## src/rtl/dcm_clkgen_prog_interface_if.sv

```systemverilog
// Register-side request/status and DCM_CLKGEN PROGEN/PROGDATA/PROGDONE signals
// for the DCM_CLKGEN programming sequencer.
interface dcm_clkgen_prog_interface_if;
  logic [7:0] mul_i;
  logic [7:0] div_i;
  logic       load_i;
  logic [7:0] mul_o;
  logic [7:0] div_o;
  logic       busy_o;
  logic       done_o;
  logic       error_o;
  logic       dcm_progen_o;
  logic       dcm_progdata_o;
  logic       dcm_progdone_i;

  modport master (
    output mul_i, div_i, load_i, dcm_progdone_i,
    input  mul_o, div_o, busy_o, done_o, error_o, dcm_progen_o, dcm_progdata_o
  );

  modport slave (
    input  mul_i, div_i, load_i, dcm_progdone_i,
    output mul_o, div_o, busy_o, done_o, error_o, dcm_progen_o, dcm_progdata_o
  );
endinterface

```

## src/rtl/dcm_clkgen_prog_interface.sv

```systemverilog
// Runs the DCM_CLKGEN LoadD / LoadM / Go serial sequence on PROGEN/PROGDATA,
// waits for PROGDONE and reports the programmed M-1/D-1 back.
module dcm_clkgen_prog_interface #(
  parameter logic [7:0]  DEFAULT_MUL    = 8'd1,
  parameter logic [7:0]  DEFAULT_DIV    = 8'd1,
  parameter logic [15:0] TIMEOUT_CYCLES = 16'd65535
) (
  input  logic                         clk_i,
  input  logic                         reset_i,
  dcm_clkgen_prog_interface_if.slave   bus
);

  typedef enum logic [2:0] {
    IDLE, LOADD, GAP1, LOADM, GAP2, GO, WAITDONE
  } state_t;

  state_t      state;
  logic [7:0]  mul_sh;
  logic [7:0]  div_sh;
  logic [9:0]  shift_q;
  logic [3:0]  bit_cnt;
  logic [15:0] wait_cnt;
  logic [7:0]  mul_q;
  logic [7:0]  div_q;
  logic        busy_q;
  logic        done_q;
  logic        error_q;
  logic        progen_q;
  logic        progdata_q;

  logic [9:0] frame_d;
  logic [9:0] frame_m;

  // Command frames are sent LSB first: LoadD = 1,0,D[0..7]; LoadM = 1,1,M[0..7].
  assign frame_d = {bus.div_i, 2'b01};
  assign frame_m = {mul_sh, 2'b11};

  always_ff @(posedge clk_i) begin
    if (!reset_i) begin
      state      <= IDLE;
      mul_sh     <= DEFAULT_MUL;
      div_sh     <= DEFAULT_DIV;
      shift_q    <= '0;
      bit_cnt    <= '0;
      wait_cnt   <= '0;
      mul_q      <= DEFAULT_MUL;
      div_q      <= DEFAULT_DIV;
      busy_q     <= 1'b0;
      done_q     <= 1'b0;
      error_q    <= 1'b0;
      progen_q   <= 1'b0;
      progdata_q <= 1'b0;
    end else begin
      done_q <= 1'b0;
      case (state)
        IDLE: begin
          progen_q   <= 1'b0;
          progdata_q <= 1'b0;
          busy_q     <= 1'b0;
          // busy_q still high here only in the done cycle; a load then is ignored.
          if (bus.load_i && !busy_q) begin
            mul_sh <= bus.mul_i;
            div_sh <= bus.div_i;
            if (bus.mul_i == 8'd0) begin
              error_q <= 1'b1;
            end else begin
              error_q    <= 1'b0;
              busy_q     <= 1'b1;
              state      <= LOADD;
              progen_q   <= 1'b1;
              progdata_q <= frame_d[0];
              shift_q    <= frame_d >> 1;
              bit_cnt    <= '0;
            end
          end
        end

        LOADD: begin
          if (bit_cnt == 4'd9) begin
            state      <= GAP1;
            progen_q   <= 1'b0;
            progdata_q <= 1'b0;
          end else begin
            progdata_q <= shift_q[0];
            shift_q    <= shift_q >> 1;
            bit_cnt    <= bit_cnt + 4'd1;
          end
        end

        GAP1: begin
          state      <= LOADM;
          progen_q   <= 1'b1;
          progdata_q <= frame_m[0];
          shift_q    <= frame_m >> 1;
          bit_cnt    <= '0;
        end

        LOADM: begin
          if (bit_cnt == 4'd9) begin
            state      <= GAP2;
            progen_q   <= 1'b0;
            progdata_q <= 1'b0;
          end else begin
            progdata_q <= shift_q[0];
            shift_q    <= shift_q >> 1;
            bit_cnt    <= bit_cnt + 4'd1;
          end
        end

        GAP2: begin
          state      <= GO;
          progen_q   <= 1'b1;
          progdata_q <= 1'b0;
        end

        GO: begin
          state      <= WAITDONE;
          progen_q   <= 1'b0;
          progdata_q <= 1'b0;
          wait_cnt   <= '0;
        end

        WAITDONE: begin
          // PROGDONE is ignored in the first WAITDONE cycle (wait_cnt == 0).
          if (bus.dcm_progdone_i && wait_cnt != 16'd0) begin
            mul_q  <= mul_sh;
            div_q  <= div_sh;
            done_q <= 1'b1;
            state  <= IDLE;
          end else if (wait_cnt == TIMEOUT_CYCLES - 16'd1) begin
            error_q <= 1'b1;
            busy_q  <= 1'b0;
            state   <= IDLE;
          end else begin
            wait_cnt <= wait_cnt + 16'd1;
          end
        end

        default: begin
          state      <= IDLE;
          busy_q     <= 1'b0;
          progen_q   <= 1'b0;
          progdata_q <= 1'b0;
        end
      endcase
    end
  end

  assign bus.mul_o          = mul_q;
  assign bus.div_o          = div_q;
  assign bus.busy_o         = busy_q;
  assign bus.done_o         = done_q;
  assign bus.error_o        = error_q;
  assign bus.dcm_progen_o   = progen_q;
  assign bus.dcm_progdata_o = progdata_q;

endmodule

```

## src/flat_wrapper.sv

```systemverilog
// flat-port wrapper written by rule: the top's interface ports become plain ports
module dcm_clkgen_prog_interface_flat 
#(
  parameter logic [7:0]  DEFAULT_MUL    = 8'd1,
  parameter logic [7:0]  DEFAULT_DIV    = 8'd1,
  parameter logic [15:0] TIMEOUT_CYCLES = 16'd65535
)
  (clk_i, reset_i, bus_mul_i, bus_div_i, bus_load_i, bus_dcm_progdone_i, bus_mul_o, bus_div_o, bus_busy_o, bus_done_o, bus_error_o, bus_dcm_progen_o, bus_dcm_progdata_o);
  dcm_clkgen_prog_interface_if bus_i ();
  input  logic clk_i;
  input  logic reset_i;
  input wire logic [$bits(bus_i.mul_i)-1:0] bus_mul_i;
  input wire logic [$bits(bus_i.div_i)-1:0] bus_div_i;
  input wire logic [$bits(bus_i.load_i)-1:0] bus_load_i;
  input wire logic [$bits(bus_i.dcm_progdone_i)-1:0] bus_dcm_progdone_i;
  output wire logic [$bits(bus_i.mul_o)-1:0] bus_mul_o;
  output wire logic [$bits(bus_i.div_o)-1:0] bus_div_o;
  output wire logic [$bits(bus_i.busy_o)-1:0] bus_busy_o;
  output wire logic [$bits(bus_i.done_o)-1:0] bus_done_o;
  output wire logic [$bits(bus_i.error_o)-1:0] bus_error_o;
  output wire logic [$bits(bus_i.dcm_progen_o)-1:0] bus_dcm_progen_o;
  output wire logic [$bits(bus_i.dcm_progdata_o)-1:0] bus_dcm_progdata_o;
  assign bus_i.mul_i = bus_mul_i;
  assign bus_i.div_i = bus_div_i;
  assign bus_i.load_i = bus_load_i;
  assign bus_i.dcm_progdone_i = bus_dcm_progdone_i;
  assign bus_mul_o = bus_i.mul_o;
  assign bus_div_o = bus_i.div_o;
  assign bus_busy_o = bus_i.busy_o;
  assign bus_done_o = bus_i.done_o;
  assign bus_error_o = bus_i.error_o;
  assign bus_dcm_progen_o = bus_i.dcm_progen_o;
  assign bus_dcm_progdata_o = bus_i.dcm_progdata_o;
  dcm_clkgen_prog_interface #(.DEFAULT_MUL(DEFAULT_MUL), .DEFAULT_DIV(DEFAULT_DIV), .TIMEOUT_CYCLES(TIMEOUT_CYCLES)) u_core (.clk_i(clk_i), .reset_i(reset_i), .bus(bus_i));
endmodule
```

## config.mk

```make
export PLATFORM = sky130hd
export DESIGN_NAME = dcm_clkgen_prog_interface_flat
export DESIGN_NICKNAME = d
export VERILOG_FILES = /design/src/rtl/dcm_clkgen_prog_interface_if.sv /design/src/rtl/dcm_clkgen_prog_interface.sv /design/src/flat_wrapper.sv
export SDC_FILE = /design/constraint.sdc
export NUM_CORES = 1
export LEC_CHECK = 0
export ABC_CLOCK_PERIOD_IN_PS = 3340
export BUFFER_PORTS_ARGS = -buffer_cell sky130_fd_sc_hd__buf_2
export CAP_MARGIN = 20
export CORE_MARGIN = 2
export CORE_UTILIZATION = 50
export DETAILED_ROUTE_END_ITERATION = 6
export PLACE_DENSITY = 0.76
export SYNTH_ARGS = -nofsm -noshare
export SYNTH_HDL_FRONTEND = slang
export SYNTH_SLANG_ARGS = --single-unit
export TNS_END_PERCENT = 5
```

## constraint.sdc

```tcl
create_clock -name clk_i -period 3.34 [get_ports clk_i]
set_input_delay 0.334 -clock clk_i [delete_from_list [all_inputs] [get_ports clk_i]]
set_output_delay 0.334 -clock clk_i [all_outputs]
set_load 0.02 [all_outputs]
```

==> out/results.ini <==
[timing]
slew_headroom=0.320
setup_ws_ns=0.536
setup_viol_count_final=0
tightestPinTransition_ns=1.02
finalClockSkew_ns=0.0123
hold_violations=0
drv_slew=0
min_period_ns=2.80
timing.fmax_mhz=357
rsz0062_at_grt=false
whs_ns=0.239
tns_ns=0
fin_crit_sh=0.839

[grt]
gr-usage-all-layers=0.213
grt_pass1_wl_um=11000
grt_pass1_vias=2396
overflow=0
antenna_found_initial=0
grt_max_degree=50

[yosys]
syn_nets=399
yosys.cell_count.top_type=dfxtp_1
synth_edf_count=0
synthCells=374
synth_top_cell_area_share=0.456
synthFlopType=dfxtp_1
synth_top_family_by_area=simple AND/OR/NAND/NOR gates
yosys-top-cells-count=dfxtp_1, nand2_1, a21oi_1
synth_fa_ha_area_frac=0.0206
async_flop_share=0
synth_cell_types=37
yosys-top-cells-area=dfxtp_1, a21oi_1, nand2_1
syn_area_mm2=0.00303
yosys.area_share.simple=0.251
synth_area_per_cell_um2=8.11
muxShareOfSynthArea=0.0594
ys_ff_latch=69
synth-compound-area-share=0.173
yosys_warnings=0
synth_xor_xnor_area_share=0
yosys.area.top_type=dfxtp_1
ys_seq_area_frac=0.456

[clock_network]
clockBufferDepth=2
cts_setup_buffers=0
tritoncts=yes
htreeDepth=3
cts.clk_slew.worst_paths_ns=0.08
cts_buffers=9
clk_latency_ns=0.34
clock_sinks=69
ctsResizeCount=0
clock-root-buffer=clkbuf_8
cts-hold-fix-buffers=0

[setup_path]
worstPathArrival_ns=3.07
timing.rr.end=u_core.wait_cnt[5]
slowest_delay_ns=0.68
cp_slowest_cell=nor2b_1
critical_path.startpoint=u_core.state[0]
endpoint_kind=flip-flop
crit_type=reg -> reg
crit_chain=nor2b_1, nand2_1, o31a_1, or4_1, a21oi_1
start_kind=flip-flop
crit_path_max_fanout=30
cp.required_ns=3.60
crit_end=u_core.wait_cnt[5]
regToRegStartpoint=u_core.state[0]
r2r_slack_ns=0.54
rr_worst_depth=5

[detailed_routing]
route.vias.total=2856
ant_nets=0
routedWlPerCell_um=14.3
via_per_inst=5.83
drtIter0Drc=167
routed_wl_um=7010
first_pass_iters=5
drc=0

[die]
initial_core_util=0.515
coreArea_mm2=0.00589
die_x_um=81.9
dieArea_mm2=0.00670
fp.dieH_um=81.9
ios=41
row_count=28

[flow_run]
maxCapViolCount=0

[final_layout]
postLayoutCoreUtil=0.592
drive_gt1_frac=0.149
nets=435
syn2layout_area_growth_pct=15.0
final_cells=490
final_design_area_no_fill_mm2=0.00349
insertedDiodeCount=0

[power]
power_mw=1.75
p_leak_nw=1.37
ir_drop_mv=0.271
power_density_mw_per_mm2=501

[place]
place_congestion=0.830
post_dp_cell_area_mm2=0.00327
port_buffers=40
placed_cells=474
preCtsSetupSlack_ns=0.579
dp.final_hpwl_um=4750

[status]
status=finished clean

[worst_hold_path]
hp-class=in -> reg

## sequential cells by signal (all words and copies together) (netlist names)
name                       flops
u_core.bit_cnt                 4
u_core.bus.busy_o              1
u_core.bus.dcm_progdata_o      1
u_core.bus.dcm_progen_o        1
u_core.bus.div_o               8
u_core.bus.done_o              1
u_core.bus.error_o             1
u_core.bus.mul_o               8
u_core.div_sh                  8
u_core.mul_sh                  8
u_core.shift_q                 9
u_core.state                   3
u_core.wait_cnt               16
## power breakdown
group / switching (mW) / internal (mW)
Combinational: 0.0815 / 0.0492
Clock: 0.320 / 0.421
Sequential: 0.0242 / 0.850
## how the worst min path moves through the flow
stage | depth (start not counted) | startpoint | end | slack, ns
after floorplan | 1 | reset_i | u_core.bus.div_o[0] | 0.40
final | 3 | bus_div_i[0] | u_core.div_sh[0] | 0.24
after detailed placement | 2 | u_core.bus.mul_o[2] | u_core.bus.mul_o[2] | 0.44
after global routing | 3 | bus_mul_i[0] | u_core.mul_sh[0] | 0.24
after global placement | 2 | u_core.shift_q[0] | u_core.shift_q[0] | 0.44
after CTS | 3 | bus_div_i[0] | u_core.div_sh[0] | 0.22
## kinds of logic after synthesis
logic type	Yosys count
muxes	18
DFF	69
and+or+nand+nor	159
adders and majority gates	5
buffers and inverters	29
AOI/OAI and AO/OA	94
## critical path, delay by kind of cell, from the launching register on
kind / cells / cell delay, ns
AOI/OAI and AO/OA: 2 / 0.76
DFF: 1 / 0.48
and+or+nand+nor: 3 / 1.49
## cell type report
class	instances	area, um^2
inverter	10	37.5
timing repair buffer	44	230
fill	547	2400
tap	75	93.8
sequential	69	1380
multi-input combinational	276	1530
clock buffer	10	128
clock inverter	6	86.3
## cells in the final DEF (no fill, tap or decap), types with 7 or more instances in the layout
master	Yosys	layout
buf_2	3	40
a21oi_1	49	49
nand3_1	19	19
nor3_1	7	7
mux2i_1	18	18
o21ai_0	25	25
dfxtp_1	69	69
a22oi_1	7	7
or3_1	14	14
inv_1	10	10
nor2_1	28	28
clkbuf_8	0	9
nand2_1	61	61
## per-layer routing
metal | up-vias | GRT usage | wire (um)
met5 | - | 0 | 0
met4 | 0 | 0.0717 | 85
met2 | 87 | 0.321 | 3180
met1 | 1356 | 0.293 | 3370
li1 | 1399 | - | -
met3 | 14 | 0.0582 | 377
(Power assumes the default switching activity.)
